--- src/rtl/fetch_pkg.sv ---
// Shared types and constants for the instruction-fetch stage.
package fetch_pkg;

  localparam int          INSTR_W          = 16;
  localparam logic [3:0]  HALT_OPCODE_DFLT = 4'hF;
  localparam logic [15:0] NOP              = 16'h0000;

  typedef enum logic [2:0] {
    FETCH = 3'd0,
    WAIT  = 3'd1,
    HOLD  = 3'd2,
    DROP  = 3'd3,
    HALT  = 3'd4
  } fetch_state_e;

  function automatic logic [INSTR_W-1:0] pc_inc2(input logic [INSTR_W-1:0] pc);
    return pc + 16'd2;
  endfunction

  function automatic logic is_halt(input logic [INSTR_W-1:0] instr, input logic [3:0] opcode);
    return (instr[15:12] == opcode);
  endfunction

endpackage

--- src/rtl/fetch_unit_if.sv ---
// Instruction-memory request/response bundle between fetch and imem.
interface fetch_unit_if;
  logic        imem_req;
  logic [15:0] imem_addr;
  logic        imem_rdy;
  logic [15:0] imem_data;

  modport master (output imem_req, output imem_addr, input imem_rdy, input imem_data);
  modport slave  (input imem_req, input imem_addr, output imem_rdy, output imem_data);
endinterface

--- src/rtl/fetch_skid_buf.sv ---
// One-entry parking slot for a fetched word that decode could not take yet.
module fetch_skid_buf
  import fetch_pkg::*;
(
  input  logic               clk,
  input  logic               rst,
  input  logic               load,
  input  logic               unload,
  input  logic               flush,
  input  logic [INSTR_W-1:0] d_instr,
  input  logic [INSTR_W-1:0] d_pc_plus2,
  output logic               valid,
  output logic [INSTR_W-1:0] instr,
  output logic [INSTR_W-1:0] pc_plus2
);

  // Entry state; flush beats load, load beats unload.
  always_ff @(posedge clk) begin
    if (!rst) begin
      valid    <= 1'b0;
      instr    <= NOP;
      pc_plus2 <= 16'h0000;
    end else if (flush) begin
      valid <= 1'b0;
    end else if (load) begin
      valid    <= 1'b1;
      instr    <= d_instr;
      pc_plus2 <= d_pc_plus2;
    end else if (unload) begin
      valid <= 1'b0;
    end
  end

endmodule

--- src/rtl/fetch_unit.sv ---
// Instruction-fetch stage: imem handshake FSM, next-PC mux and IF/ID register.
module fetch_unit
  import fetch_pkg::*;
#(
  parameter logic [15:0] RESET_PC    = 16'h0000,
  parameter logic [3:0]  HALT_OPCODE = HALT_OPCODE_DFLT
)
(
  input  logic                clk,
  input  logic                rst,
  input  logic [INSTR_W-1:0]  pc_cur,
  output logic [INSTR_W-1:0]  pc_next,
  output logic                pc_wen,
  fetch_unit_if.master        imem,
  input  logic                id_stall,
  input  logic                br_taken,
  input  logic [INSTR_W-1:0]  br_target,
  output logic                if_valid,
  output logic [INSTR_W-1:0]  if_instr,
  output logic [INSTR_W-1:0]  if_pc_plus2,
  output logic                halted
);

  fetch_state_e       state_r, state_s;
  logic [INSTR_W-1:0] req_addr_r;
  logic [INSTR_W-1:0] cur_addr_s;
  logic               accept_s;
  logic               ifid_free_s;
  logic               halt_word_s;
  logic               skid_valid_s;
  logic [INSTR_W-1:0] skid_instr_s;
  logic [INSTR_W-1:0] skid_pc_plus2_s;

  assign cur_addr_s  = (state_r == FETCH) ? pc_cur : req_addr_r;
  assign ifid_free_s = !if_valid || !id_stall;
  assign halt_word_s = is_halt(imem.imem_data, HALT_OPCODE);

  fetch_skid_buf u_skid (
    .clk        (clk),
    .rst        (rst),
    .load       (accept_s && !ifid_free_s),
    .unload     (skid_valid_s && ifid_free_s && !br_taken),
    .flush      (br_taken),
    .d_instr    (imem.imem_data),
    .d_pc_plus2 (pc_inc2(cur_addr_s)),
    .valid      (skid_valid_s),
    .instr      (skid_instr_s),
    .pc_plus2   (skid_pc_plus2_s)
  );

  // Next state, imem request and PC-register controls.
  always_comb begin
    state_s        = state_r;
    pc_wen         = 1'b0;
    pc_next        = pc_cur;
    accept_s       = 1'b0;
    imem.imem_req  = 1'b0;
    imem.imem_addr = req_addr_r;
    if (!rst) begin
      pc_wen  = 1'b1;
      pc_next = RESET_PC;
      state_s = FETCH;
    end else begin
      case (state_r)
        FETCH, WAIT: begin
          imem.imem_req  = 1'b1;
          imem.imem_addr = cur_addr_s;
        end
        DROP:    imem.imem_req = 1'b1;
        default: imem.imem_req = 1'b0;
      endcase
      if (br_taken) begin
        pc_wen  = 1'b1;
        pc_next = br_target;
        // An outstanding request must still be drained before a new address goes out.
        state_s = (!imem.imem_rdy && (state_r == WAIT || state_r == DROP)) ? DROP : FETCH;
      end else begin
        case (state_r)
          FETCH, WAIT: begin
            if (imem.imem_rdy) begin
              accept_s = 1'b1;
              pc_next  = pc_inc2(cur_addr_s);
              pc_wen   = !halt_word_s;
              if (halt_word_s) begin
                state_s = HALT;
              end else if (ifid_free_s) begin
                state_s = FETCH;
              end else begin
                state_s = HOLD;
              end
            end else begin
              state_s = WAIT;
            end
          end
          HOLD: begin
            if (ifid_free_s) begin
              state_s = FETCH;
            end else begin
              state_s = HOLD;
            end
          end
          DROP: begin
            if (imem.imem_rdy) begin
              state_s = FETCH;
            end else begin
              state_s = DROP;
            end
          end
          HALT:    state_s = HALT;
          default: state_s = FETCH;
        endcase
      end
    end
  end

  // FSM state, latched request address and HALT flag.
  always_ff @(posedge clk) begin
    if (!rst) begin
      state_r    <= FETCH;
      req_addr_r <= 16'h0000;
      halted     <= 1'b0;
    end else begin
      state_r    <= state_s;
      req_addr_r <= cur_addr_s;
      halted     <= (state_s == HALT);
    end
  end

  // IF/ID register: fresh word first, then the parked word; held while decode stalls.
  always_ff @(posedge clk) begin
    if (!rst) begin
      if_valid    <= 1'b0;
      if_instr    <= NOP;
      if_pc_plus2 <= 16'h0000;
    end else if (br_taken) begin
      if_valid <= 1'b0;
    end else if (accept_s && ifid_free_s) begin
      if_valid    <= 1'b1;
      if_instr    <= imem.imem_data;
      if_pc_plus2 <= pc_inc2(cur_addr_s);
    end else if (skid_valid_s && ifid_free_s) begin
      if_valid    <= 1'b1;
      if_instr    <= skid_instr_s;
      if_pc_plus2 <= skid_pc_plus2_s;
    end else if (!id_stall) begin
      if_valid <= 1'b0;
    end
  end

endmodule
--- src/flat_wrapper.sv ---
// flat-port wrapper written by rule: the top's interface ports become plain ports
module fetch_unit_flat import fetch_pkg::*;
#(
  parameter logic [15:0] RESET_PC    = 16'h0000,
  parameter logic [3:0]  HALT_OPCODE = HALT_OPCODE_DFLT
)
  (clk, rst, pc_cur, pc_next, pc_wen, id_stall, br_taken, br_target, if_valid, if_instr, if_pc_plus2, halted, imem_imem_req, imem_imem_addr, imem_imem_rdy, imem_imem_data);
  fetch_unit_if imem_i ();
  input  logic clk;
  input  logic rst;
  input  logic [INSTR_W-1:0] pc_cur;
  output logic [INSTR_W-1:0] pc_next;
  output logic pc_wen;
  input  logic id_stall;
  input  logic br_taken;
  input  logic [INSTR_W-1:0] br_target;
  output logic if_valid;
  output logic [INSTR_W-1:0] if_instr;
  output logic [INSTR_W-1:0] if_pc_plus2;
  output logic halted;
  output wire logic [$bits(imem_i.imem_req)-1:0] imem_imem_req;
  output wire logic [$bits(imem_i.imem_addr)-1:0] imem_imem_addr;
  input wire logic [$bits(imem_i.imem_rdy)-1:0] imem_imem_rdy;
  input wire logic [$bits(imem_i.imem_data)-1:0] imem_imem_data;
  assign imem_imem_req = imem_i.imem_req;
  assign imem_imem_addr = imem_i.imem_addr;
  assign imem_i.imem_rdy = imem_imem_rdy;
  assign imem_i.imem_data = imem_imem_data;
  fetch_unit #(.RESET_PC(RESET_PC), .HALT_OPCODE(HALT_OPCODE)) u_core (.clk(clk), .rst(rst), .pc_cur(pc_cur), .pc_next(pc_next), .pc_wen(pc_wen), .imem(imem_i), .id_stall(id_stall), .br_taken(br_taken), .br_target(br_target), .if_valid(if_valid), .if_instr(if_instr), .if_pc_plus2(if_pc_plus2), .halted(halted));
endmodule
--- config.mk ---
export PLATFORM = sky130hd
export DESIGN_NAME = fetch_unit_flat
export DESIGN_NICKNAME = d
export VERILOG_FILES = /design/src/rtl/fetch_pkg.sv /design/src/rtl/fetch_unit_if.sv /design/src/rtl/fetch_skid_buf.sv /design/src/rtl/fetch_unit.sv /design/src/flat_wrapper.sv
export SDC_FILE = /design/constraint.sdc
export NUM_CORES = 1
export LEC_CHECK = 0
export ABC_AREA = 1
export CORE_ASPECT_RATIO = 2
export CORE_MARGIN = 2
export CORE_UTILIZATION = 25
export CTS_BUF_LIST = sky130_fd_sc_hd__clkbuf_4 sky130_fd_sc_hd__clkbuf_8
export DETAILED_ROUTE_END_ITERATION = 10
export GPL_TIMING_DRIVEN = 0
export PLACE_DENSITY = 0.48
export SYNTH_ARGS = -nofsm -noshare
export SYNTH_HDL_FRONTEND = slang
export SYNTH_SLANG_ARGS = --single-unit
--- constraint.sdc ---
create_clock -name clk -period 1.9 [get_ports clk]
set_input_delay 0.38 -clock clk [delete_from_list [all_inputs] [get_ports clk]]
set_output_delay 0.38 -clock clk [all_outputs]
set_load 0.01 [all_outputs]
==> impl_metrics.json <==
{
  "dieWidth_um": 100,
  "syn_nets": 729,
  "drt-wirelength-per-cell_um": 18.0,
  "synthTopCellsByCount": "nand2_1 (140), dfxtp_1 (86), nor2_1 (74)",
  "maxSlewHeadroom_pct": 56.0,
  "power.share.clock_pct": 27.5,
  "async_reset_ff_share_pct": 0,
  "numPortBuffers": 119,
  "utilization_pct": 42.2,
  "place_ws_ps": -1340,
  "vias_per_cell": 4.88,
  "rsz0062_at_grt": "true",
  "avgSynthCellArea_sq_um": 6.83,
  "r2r_start": "u_core.state_r[2]",
  "netlist-cell-type-count": 41,
  "finalHoldViolCount": 0,
  "worst_pin_slew_ps": 660,
  "seq_power_share_pct": 39.3,
  "die_h_um": 196,
  "synth_edf_count": 0,
  "reg2reg_setup_slack_ps": -600,
  "critPathArrivalTime_ps": 2460,
  "clock_path_buffers": 2,
  "rows": 70,
  "placed_area_sq_um": 6150,
  "synth-seq-cells": 86,
  "antenna_found_initial": 1,
  "netSwitchingPower_uw": 1710,
  "synth.most_common_cell": "nand2_1",
  "vias": 5392,
  "fin_ws_ps": -939,
  "clockRootBuffer": "clkbuf_8",
  "p_leak_uw": 0.00331,
  "first_global_vias": 5409,
  "finalCriticalPeriod_ps": 2840,
  "grt_pass1_wl_um": 29100,
  "synth_top_area_share_pct": 37.4,
  "start_util_pct": 25.3,
  "min-delay-start": "u_core.u_skid.instr[15]",
  "cts_sinks": 86,
  "wl_um": 19900,
  "fmax_mhz": 352,
  "first_iter_violations": 173,
  "yosys_warnings": 0,
  "grtUsageTotal_pct": 19.5,
  "cp-end-kind": "output port",
  "drc": 0,
  "stdcell_area_sq_um": 7680,
  "vdd_drop_max_v": 0.000299,
  "path_cells": "nor2_4 > buf_4 > buf_8 > nand3_2 > nand2_4 > buf_6 > inv_6 > nor2_4 > buf_6 > nand4_1 > nand3_2 > nand2_2 > a21oi_2 > buf_2",
  "post-route-period-util_pct": 149,
  "r2r-end": "u_core.u_skid.pc_plus2[14]",
  "core_sq_um": 18200,
  "reg2reg_depth": 20,
  "gp_congestion": 0.879,
  "fin_skew_ps": 11.7,
  "dp_hpwl_um": 13900,
  "synth_seq_area_share_pct": 37.4,
  "drive_gt1_share_pct": 38.0,
  "cts-buffers-inserted": 9,
  "io-pin-count": 121,
  "crit_path_max_incr_delay_ps": 350,
  "required_ps": 1520,
  "yosys-top-cells-area": "dfxtp_1 (37%), nand2_1 (11%), o21ai_0 (7.5%), a21oi_1 (7.2%), nor2_1 (6.0%)",
  "setup_viol": 56,
  "hold_path_depth": 2,
  "grt_max_degree": 17,
  "violations": "negative setup slack",
  "slowest_stage": "dfxtp_2",
  "synthFlopType": "dfxtp_1",
  "clk_latency_ps": 390,
  "area_delta_synth_final_pct": 66.7,
  "startpoint_type": "flip-flop",
  "syn-cell-area_sq_um": 4610,
  "status": "complete, but fails checks",
  "path_buf_inv": 6,
  "syn_inst": 675,
  "hp-class": "flip-flop to flip-flop",
  "slew_violations": 0,
  "swShare_pct": 35.4,
  "critical_path.top_delay_family": "simple AND/OR/NAND/NOR gates",
  "dieArea_sq_um": 19600,
  "p_int_uw": 3110,
  "num-nets-final": 936,
  "min_to": "u_core.if_instr[15]",
  "drv_cap": 0,
  "fin_setup_tns_ps": -23380,
  "power_uw": 4820,
  "ant_nets": 0,
  "cts-htree-levels": 3,
  "cp_max_fo": 6,
  "power_density_nw_per_um2": 628,
  "cts.clk_slew.worst_paths_ps": 100,
  "comb_power_share_pct": 33.1,
  "first_pass_iters": 4,
  "path_class": "flip-flop to output port",
  "overflow": 0,
  "cts_tree": "yes",
  "yosysTopAreaCell": "dfxtp_1"
}
[tightest hold or removal path, delay by kind of cell, from the launching register on]
family,cells,cell delay (ps)
AND/OR/NAND/NOR,1,60
flip-flops,1,320
AO/OA/AOI/OAI,1,70
[metrics by stage]
stage | hold slack, ps | cells
after global routing | 507 | 1104
after CTS | 485 | 1082
after floorplan | 454 | 675
after detailed placement | 471 | 1010
after global placement | 465 | 1010
final | 484 | 1104
[layout make-up]
cell class              instances  area (sq um)
fillers                      1868         10500
multi-input cells             488          3120
repair buffers                195          1830
flip-flops and latches         86          1730
plain buffers                  42           298
well taps                     216           270
inverters                      60           248
clock buffers                  10           131
clock inverters                 6          52.6
diodes                          1          2.50
[what timing repair did]
| item | CTS | global route |
|---|---|---|
| pin swaps | 51 | 65 |
| buffers inserted | 54 | 24 |
| gates cloned | 5 | 0 |
| gates resized for setup | 261 | 114 |
| setup endpoints to repair | 55 | 96 |
| hold buffers | 0 | 0 |
[layout by cell type, fill, tap and decap left out, drive strengths merged, types with 2 or more instances in the layout]
cell             n
o21ai           84
xor2             2
clkinv           2
nand3           36
a211oi           2
nand2          162
nand4            5
o21bai          12
buf            130
a31oi           21
a21oi           69
nor3             2
inv             64
clkbuf          30
nor2            87
dfxtp           86
clkdlybuf4s50   85
[power groups by stage]
| stage | Sequential [uW] | Clock (uW) | Combinational, uW |
|---|---|---|---|
| after floorplan | 1940 | 0 | 575 |
| after global placement | 1940 | 0 | 1100 |
| after detailed placement | 1940 | 0 | 1090 |
| after CTS | 1900 | 1350 | 1390 |
| after global routing | 1900 | 1430 | 1700 |
| final | 1900 | 1330 | 1600 |
[state kept, by name, summed over array words and instances, names as in the netlist]
register and count:
u_core.halted 1, u_core.u_skid.pc_plus2 16, u_core.if_instr 16, u_core.u_skid.instr 16, u_core.state_r 3, u_core.u_skid.valid 1, u_core.if_valid 1, u_core.req_addr_r 16
u_core.if_pc_plus2 16
[cell families after synthesis]
logic type                 share of synthesized area (%)
adders and majority gates                          0.272
AOI/OAI and AO/OA                                   22.6
and+or+nand+nor                                     29.5
DFF                                                 37.4
buffers and inverters                               9.64
xor gates and xnor gates                           0.543
[per-layer routing]
metal	up-vias	track usage (%)	share of wire, %
met2	142	38.0	56
met4	0	11.2	5.7
met3	57	2.60	3.3
met5	-	0	0
met1	2548	18.8	35
li1	2645	-	-
[worst max-delay path by stage]
stage	from	to	slack, ps	depth (start not counted)
finish	u_core.state_r[2]	pc_next[13]	-940	14
global route	u_core.state_r[2]	pc_next[15]	-1030	14
CTS	u_core.state_r[1]	pc_next[9]	-930	14
detailed placement	rst	pc_next[8]	-1340	6
global placement	rst	pc_next[8]	-1340	6
floorplan	u_core.state_r[2]	pc_next[15]	-80	11
Note: power is estimated with default switching activity, not from simulation.
